[src/rtl/alu_operand_stack.sv]
// alu_operand_stack: operand stack and sequencer feeding an 8-bit ALU in a stack-machine datapath.
//
// Accepts PUSH/POP/DUP/SWAP/ALU commands. It reads the two top entries one per
// cycle through a single read port and presents them to the ALU. It then writes
// the result back, or latches the compare flag for BE/BNE.
//
// Ports:
//   CLK, reset_n            clock, asynchronous active-low reset
//   cmd_valid/cmd_ready     command handshake (ready only while idle)
//   cmd, cmd_op, cmd_imm    command code, ALU opcode, PUSH data
//   err_clr                 sticky-error clear (only with ALU_OPERAND_STACK_ERR_CLR_EN)
//   alu_op, alu_a, alu_b    registered ALU operands, updated on entry to EXEC
//   alu_rslt, alu_z         ALU result and compare flag
//   top, depth, empty, full stack status
//   flag_z, err             latched branch flag, sticky overflow/underflow flag
//
// Optional feature macro: ALU_OPERAND_STACK_ERR_CLR_EN adds the err_clr input.
module alu_operand_stack #(
    parameter int DEPTH = 16,
    parameter int W     = 8
) (
    input  logic                     CLK,
    input  logic                     reset_n,
    input  logic                     cmd_valid,
    output logic                     cmd_ready,
    input  logic [2:0]               cmd,
    input  logic [2:0]               cmd_op,
    input  logic [W-1:0]             cmd_imm,
`ifdef ALU_OPERAND_STACK_ERR_CLR_EN
    input  logic                     err_clr,
`endif
    output logic [2:0]               alu_op,
    output logic [W-1:0]             alu_a,
    output logic [W-1:0]             alu_b,
    input  logic [W-1:0]             alu_rslt,
    input  logic                     alu_z,
    output logic [W-1:0]             top,
    output logic [$clog2(DEPTH):0]   depth,
    output logic                     empty,
    output logic                     full,
    output logic                     flag_z,
    output logic                     err
);
    localparam int AW = $clog2(DEPTH);
    localparam logic [2:0] C_PUSH = 3'd1, C_POP = 3'd2, C_DUP = 3'd3, C_SWAP = 3'd4, C_ALU = 3'd5;
    localparam logic [2:0] OP_ADD = 3'd0, OP_BE = 3'd6, OP_BNE = 3'd7;

    typedef enum logic [2:0] {S_IDLE, S_RD_B, S_RD_A, S_EXEC, S_WB} state_t;

    logic [W-1:0] r_mem [DEPTH];
    logic [AW:0]  r_sp;
    state_t       r_state;
    logic [2:0]   r_op;
    logic [2:0]   r_alu_op;
    logic [W-1:0] r_b;
    logic [W-1:0] r_alu_a;
    logic [W-1:0] r_alu_b;
    logic [W-1:0] r_rslt;
    logic         r_z;
    logic         r_flag_z;
    logic         r_err;

    logic [AW-1:0] w_i0, w_i1, w_i2;
    logic w_empty, w_full, w_two, w_acc;
    logic w_push, w_pop, w_dup, w_swap, w_alu;
    logic w_push_ok, w_pop_ok, w_dup_ok, w_swap_ok, w_alu_ok;
    logic w_err_evt, w_branch, w_wb_push;

    // Slot indices: w_i0 is the free slot, w_i1 the top, w_i2 the entry below it.
    assign w_i0 = r_sp[AW-1:0];
    assign w_i1 = w_i0 - AW'(1);
    assign w_i2 = w_i0 - AW'(2);

    assign w_empty = (r_sp == '0);
    assign w_full  = (r_sp == (AW+1)'(DEPTH));
    assign w_two   = (r_sp >= (AW+1)'(2));

    assign w_acc  = cmd_valid && (r_state == S_IDLE);
    assign w_push = w_acc && (cmd == C_PUSH);
    assign w_pop  = w_acc && (cmd == C_POP);
    assign w_dup  = w_acc && (cmd == C_DUP);
    assign w_swap = w_acc && (cmd == C_SWAP);
    assign w_alu  = w_acc && (cmd == C_ALU);

    assign w_push_ok = w_push && !w_full;
    assign w_pop_ok  = w_pop && !w_empty;
    assign w_dup_ok  = w_dup && !w_empty && !w_full;
    assign w_swap_ok = w_swap && w_two;
    assign w_alu_ok  = w_alu && w_two;

    assign w_err_evt = (w_push && w_full) || (w_pop && w_empty) || (w_dup && (w_empty || w_full))
                    || (w_swap && !w_two) || (w_alu && !w_two);

    assign w_branch  = (r_op == OP_BE) || (r_op == OP_BNE);
    assign w_wb_push = (r_state == S_WB) && !w_branch;

    assign cmd_ready = (r_state == S_IDLE);
    assign alu_op    = r_alu_op;
    assign alu_a     = r_alu_a;
    assign alu_b     = r_alu_b;
    assign top       = w_empty ? '0 : r_mem[w_i1];
    assign depth     = r_sp;
    assign empty     = w_empty;
    assign full      = w_full;
    assign flag_z    = r_flag_z;
    assign err       = r_err;

    // Storage has no reset: entries at or above sp are never observed, so a
    // write that lands during reset cannot leak into the visible stack.
    always_ff @(posedge CLK) begin
        if (w_push_ok) r_mem[w_i0] <= cmd_imm;
        if (w_dup_ok) r_mem[w_i0] <= r_mem[w_i1];
        if (w_swap_ok) begin
            r_mem[w_i1] <= r_mem[w_i2];
            r_mem[w_i2] <= r_mem[w_i1];
        end
        if (w_wb_push) r_mem[w_i2] <= r_rslt;
    end

    always_ff @(posedge CLK or negedge reset_n) begin
        if (!reset_n) begin
            r_sp     <= '0;
            r_state  <= S_IDLE;
            r_op     <= OP_ADD;
            r_alu_op <= OP_ADD;
            r_b      <= '0;
            r_alu_a  <= '0;
            r_alu_b  <= '0;
            r_rslt   <= '0;
            r_z      <= 1'b0;
            r_flag_z <= 1'b0;
            r_err    <= 1'b0;
        end else begin
`ifdef ALU_OPERAND_STACK_ERR_CLR_EN
            r_err <= w_err_evt ? 1'b1 : (err_clr ? 1'b0 : r_err);
`else
            if (w_err_evt) r_err <= 1'b1;
`endif
            case (r_state)
                S_IDLE: begin
                    if (w_push_ok || w_dup_ok) r_sp <= r_sp + (AW+1)'(1);
                    if (w_pop_ok) r_sp <= r_sp - (AW+1)'(1);
                    if (w_alu_ok) begin
                        r_op    <= cmd_op;
                        r_state <= S_RD_B;
                    end
                end
                S_RD_B: begin
                    r_b     <= r_mem[w_i1];
                    r_state <= S_RD_A;
                end
                // Operand A goes straight to the ALU register so all three ALU
                // inputs change together on entry to EXEC.
                S_RD_A: begin
                    r_alu_op <= r_op;
                    r_alu_a  <= r_mem[w_i2];
                    r_alu_b  <= r_b;
                    r_state  <= S_EXEC;
                end
                S_EXEC: begin
                    r_rslt  <= alu_rslt;
                    r_z     <= alu_z;
                    r_state <= S_WB;
                end
                S_WB: begin
                    r_sp <= r_sp - (w_branch ? (AW+1)'(2) : (AW+1)'(1));
                    if (w_branch) r_flag_z <= r_z;
                    r_state <= S_IDLE;
                end
                default: r_state <= S_IDLE;
            endcase
        end
    end
endmodule

[config.mk]
export PLATFORM = sky130hd
export DESIGN_NAME = alu_operand_stack
export DESIGN_NICKNAME = d
export VERILOG_FILES = /design/src/rtl/alu_operand_stack.sv
export SDC_FILE = /design/constraint.sdc
export NUM_CORES = 1
export LEC_CHECK = 0
export CORE_ASPECT_RATIO = 0.6
export CORE_MARGIN = 2
export CORE_UTILIZATION = 45
export DETAILED_ROUTE_END_ITERATION = 10
export GPL_ROUTABILITY_DRIVEN = 0
export GPL_TIMING_DRIVEN = 0
export PLACE_DENSITY_LB_ADDON = 0.12
export SYNTH_ARGS = -nofsm -noshare
export SYNTH_HDL_FRONTEND = slang
export SYNTH_SLANG_ARGS = --single-unit
[constraint.sdc]
create_clock -name CLK -period 5.2 [get_ports CLK]
set_clock_uncertainty 0.1 [all_clocks]
set_input_delay 1.04 -clock CLK [delete_from_list [all_inputs] [get_ports CLK]]
set_output_delay 1.04 -clock CLK [all_outputs]
set_load 0.05 [all_outputs]
==> metrics.log <==
INFO  metric area_delta_synth_final = 15.81%
INFO  metric antenna_left = 0
INFO  metric die_height = roughly 130 um
INFO  metric synth_seq_area_share = 0.4538
INFO  metric setup_violations = 0
INFO  metric drv_slew = 0
INFO  metric ff2ff_path_depth = 14
INFO  metric layout_commonest_cell = sky130_fd_sc_hd__nor2_1
INFO  metric routed-via-count = between 10,000 and 15,000
INFO  metric placedInstanceArea = ~0.012 sq mm
INFO  metric critPathLaunchType = register
INFO  metric clockRootBuffer = sky130_fd_sc_hd__clkbuf_16
INFO  metric design.core.area = between 0.02 and 0.025 sq mm
INFO  metric grt_start_max_net_pins = 40
INFO  metric nets = roughly 1,200
INFO  metric drt-vias-per-instance = approximately 7
INFO  metric buffer_ports.inserted = a little over 60
INFO  metric max_slew_margin = 0.04829
INFO  metric number_of_global_route_vias_before_repair = roughly 9,500
INFO  metric rsz_0062_raised_after_global_routing = false
INFO  metric finalHoldViolCount = 0
INFO  metric initial_utilization = 0.4602
INFO  metric grt_first_pass_wirelength = approximately 65,000 um
INFO  metric tritoncts_num_sinks = roughly 180
INFO  metric die_area = 0.02614 sq mm
INFO  metric count_of_state_elements_after_synthesis = roughly 180
INFO  metric synth-async-reset-ratio = 0.2768
INFO  metric grt_usage = 0.3485
INFO  metric cp_max_fo = 19
INFO  metric layout.cells.most_common_list = sky130_fd_sc_hd__nor2_1 (251), sky130_fd_sc_hd__edfxtp_1 (128), sky130_fd_sc_hd__nand2_1 (112), sky130_fd_sc_hd__o21ai_0 (64), sky130_fd_sc_hd__mux4_2 (64)
INFO  metric global_routing_met3_resource_utilization = 0.1676
INFO  metric routed_wirelength = about 45,000 um
INFO  metric antenna_found_initial = 0
INFO  metric drcViolationCount = 0
INFO  metric tightest_slew = approximately 1400 ps
INFO  metric yosysUniqueCellTypes = 57
INFO  metric cts_made_buffers = 17
INFO  metric synth-edff-count = roughly 130
INFO  metric clockBufferDepth = 2
INFO  metric syn-cell-area = 0.01117 sq mm
INFO  metric final_area = 0.01294 sq mm
INFO  metric fmax = approximately 0.20 GHz
INFO  metric post_route_cells_drive_above_1_share = 0.1859
INFO  metric outcome = completed
INFO  metric worst_setup_path_end_kind = register
INFO  metric layout_min_cycle_time = around 5000 ps
INFO  metric fill_cells = about 2,200
INFO  metric worst_hold_slack = around 350 ps
INFO  metric dr.first_iter.drc_count = between 1,500 and 2,000
INFO  metric busiest_layer = met1
INFO  metric critical_path_required = roughly 5200 ps
INFO  metric antennaDiodeCount = 0
INFO  metric synthesis.instances = ~1,100
INFO  metric finalCoreUtilization = 0.5329
INFO  metric die_w = a little over 200 um
INFO  metric holdCritPathClass = in2async
INFO  metric grt_remaining_overflow = 0
INFO  metric clock_insertion_delay_worst_skew = ~470 ps
INFO  metric timing_worst_setup_path_type = reg2reg
INFO  metric cts_clk_pin_slew_worst_paths = 70 ps
INFO  metric grt.met2_usage = 0.4188
INFO  metric io-pin-count = between 60 and 70
INFO  metric placementRows = 44
INFO  metric total_of_warnings_raised_by_yosys = 0
INFO  metric reg2reg_setup_slack = around 160 ps
INFO  metric postSynthAreaPerCell = between 10 and 15 sq um
INFO  metric fin_crit_sh = 0.9685
INFO  metric grt_util_met1 = 0.5196
INFO  metric post_cts_hold_buffer_count = 0
INFO  metric max_cap_viol_count = 0
INFO  metric syn-num-nets = approximately 1,100
INFO  metric h_tree_depth = 4
INFO  metric synth_flop_cell = sky130_fd_sc_hd__edfxtp_1
INFO  metric hpwl = between 30,000 and 40,000 um
INFO  metric cts_tree = built
INFO  metric avgRoutedWirePerCell = roughly 30 um
INFO  metric crit_arrival = approximately 5000 ps
INFO  metric firstDrtPassIters = 6
==> worst max-delay path, cell delays in order, from the launching register on <==
cell and delay, ps:
sky130_fd_sc_hd__dfrtp_2 430, sky130_fd_sc_hd__buf_4 200, sky130_fd_sc_hd__buf_8 190, sky130_fd_sc_hd__buf_12 190
sky130_fd_sc_hd__clkinvlp_4 130, sky130_fd_sc_hd__buf_4 120, sky130_fd_sc_hd__ha_1 140, sky130_fd_sc_hd__clkbuf_1 530
sky130_fd_sc_hd__nand2b_1 250, sky130_fd_sc_hd__a2111o_1 460, sky130_fd_sc_hd__clkbuf_1 280, sky130_fd_sc_hd__or3_1 440
sky130_fd_sc_hd__nand3_1 90, sky130_fd_sc_hd__o21ai_0 230, sky130_fd_sc_hd__o21ai_1 840
==> final timing paths <==
path                                               end                   from
worst min-delay path                   r_z$_DFFE_PN0P_                reset_n
worst min register to register   r_rslt[4]$_DFFE_PN0P_  r_rslt[4]$_DFFE_PN0P_
worst max-delay path            r_mem[15][5]$_DFFE_PP_   depth[0]$_DFFE_PN0P_
worst max register to register  r_mem[15][5]$_DFFE_PP_   depth[0]$_DFFE_PN0P_
max in group asynchronous         alu_a[7]$_DFFE_PN0N_                reset_n
min in group CLK                 r_rslt[4]$_DFFE_PN0P_  r_rslt[4]$_DFFE_PN0P_
==> flip-flops by register name (all words and copies together) (netlist names) <==
register,count
err,1
alu_b,8
flag_z,1
r_mem,128
r_z,1
alu_op,3
r_op,3
alu_a,8
r_rslt,8
depth,5
r_state,3
r_b,8
==> kinds of logic (layout without fill, tap and decap cells) <==
family / count (synthesis) / count (layout) / share of synthesized area
xor gates and xnor gates: 10 / 10 / 0.007839
DFF: 177 / 177 / 0.4538
and+or+nand+nor: 446 / 446 / 0.1681
AOI/OAI and AO/OA: 253 / 253 / 0.1507
adders and majority gates: 12 / 12 / 0.01411
buffers and inverters: 83 / 185 / 0.03494
muxes: 106 / 106 / 0.1705
==> stage by stage <==
stage | setup slack [ps] | TNS [ps] | cells
2_1_floorplan | 161.9 | 0 | 1087
3_3_place_gp | -2137 | -318150 | 1471
3_5_place_dp | -2087 | -274890 | 1476
4_1_cts | -33.37 | -33.37 | 1507
5_1_grt | 4.343 | 0 | 1511
6_report | 163.6 | 0 | 1511
==> routing by layer <==
| metal | vias up | wire length [um] |
|---|---|---|
| met3 | 124 | 8071 |
| li1 | 4280 | - |
| met2 | 934 | 16420 |
| met5 | - | 0 |
| met4 | 0 | 1725 |
| met1 | 5000 | 18580 |
==> cells in the mapped netlist, types with 3 or more instances <==
| library cell | number | area [sq um] |
|---|---|---|
| sky130_fd_sc_hd__o21ai_0 | 80 | 400.4 |
| sky130_fd_sc_hd__edfxtp_1 | 128 | 3844 |
| sky130_fd_sc_hd__nand2_1 | 112 | 420.4 |
| sky130_fd_sc_hd__o211ai_1 | 14 | 105.1 |
| sky130_fd_sc_hd__buf_2 | 15 | 75.07 |
| sky130_fd_sc_hd__inv_1 | 8 | 30.03 |
| sky130_fd_sc_hd__a22o_1 | 7 | 61.31 |
| sky130_fd_sc_hd__o31ai_1 | 3 | 22.52 |
| sky130_fd_sc_hd__mux4_2 | 64 | 1441 |
| sky130_fd_sc_hd__and3_1 | 15 | 93.84 |
| sky130_fd_sc_hd__a221o_1 | 9 | 90.09 |
| sky130_fd_sc_hd__nand3b_1 | 3 | 22.52 |
| sky130_fd_sc_hd__buf_6 | 7 | 78.83 |
| sky130_fd_sc_hd__dfrtp_1 | 49 | 1226 |
| sky130_fd_sc_hd__a221oi_2 | 7 | 105.1 |
| sky130_fd_sc_hd__mux2_2 | 34 | 382.9 |
| sky130_fd_sc_hd__ha_1 | 11 | 137.6 |
| sky130_fd_sc_hd__nand2b_1 | 4 | 25.02 |
| sky130_fd_sc_hd__nor2_1 | 251 | 942.2 |
| sky130_fd_sc_hd__o21ai_1 | 11 | 55.05 |
| sky130_fd_sc_hd__and2_1 | 3 | 18.77 |
| sky130_fd_sc_hd__nor3_1 | 21 | 105.1 |
| sky130_fd_sc_hd__o22ai_1 | 63 | 394.1 |
| sky130_fd_sc_hd__mux2i_1 | 8 | 80.08 |
| sky130_fd_sc_hd__a22oi_1 | 18 | 135.1 |
| sky130_fd_sc_hd__clkbuf_1 | 48 | 180.2 |
| sky130_fd_sc_hd__xor2_1 | 6 | 52.55 |
| sky130_fd_sc_hd__a21oi_1 | 18 | 90.09 |
| sky130_fd_sc_hd__a221o_2 | 5 | 56.30 |
| sky130_fd_sc_hd__o221ai_1 | 6 | 52.55 |
| sky130_fd_sc_hd__nor3_2 | 4 | 40.04 |
| sky130_fd_sc_hd__xnor2_1 | 4 | 35.03 |
| sky130_fd_sc_hd__nand3_1 | 19 | 95.09 |
==> cell type report <==
cell class / count / area (sq um) / area share
plain buffers: 71 / 402.9 / 0.03114
clock buffers: 19 / 432.9 / 0.03346
clock inverters: 13 / 87.58 / 0.006769
inverters: 9 / 37.54 / 0.002901
multi-input cells: 827 / 5828 / 0.4504
flip-flops and latches: 177 / 5071 / 0.3919
well taps: 322 / 402.9 / 0.03114
repair buffers: 73 / 675.6 / 0.05222
==> timing repair <==
action / 4_1_cts / 5_1_grt
setup endpoints to repair: 279 / 192
pin swaps: 1 / 1
cloned: 0 / 0
gates resized for setup: 54 / 25
setup buffers: 2 / 4
Power is left out: the tool's default activity adds up to more than one toggle a clock period on the data nets, which glitch-free logic cannot reach.
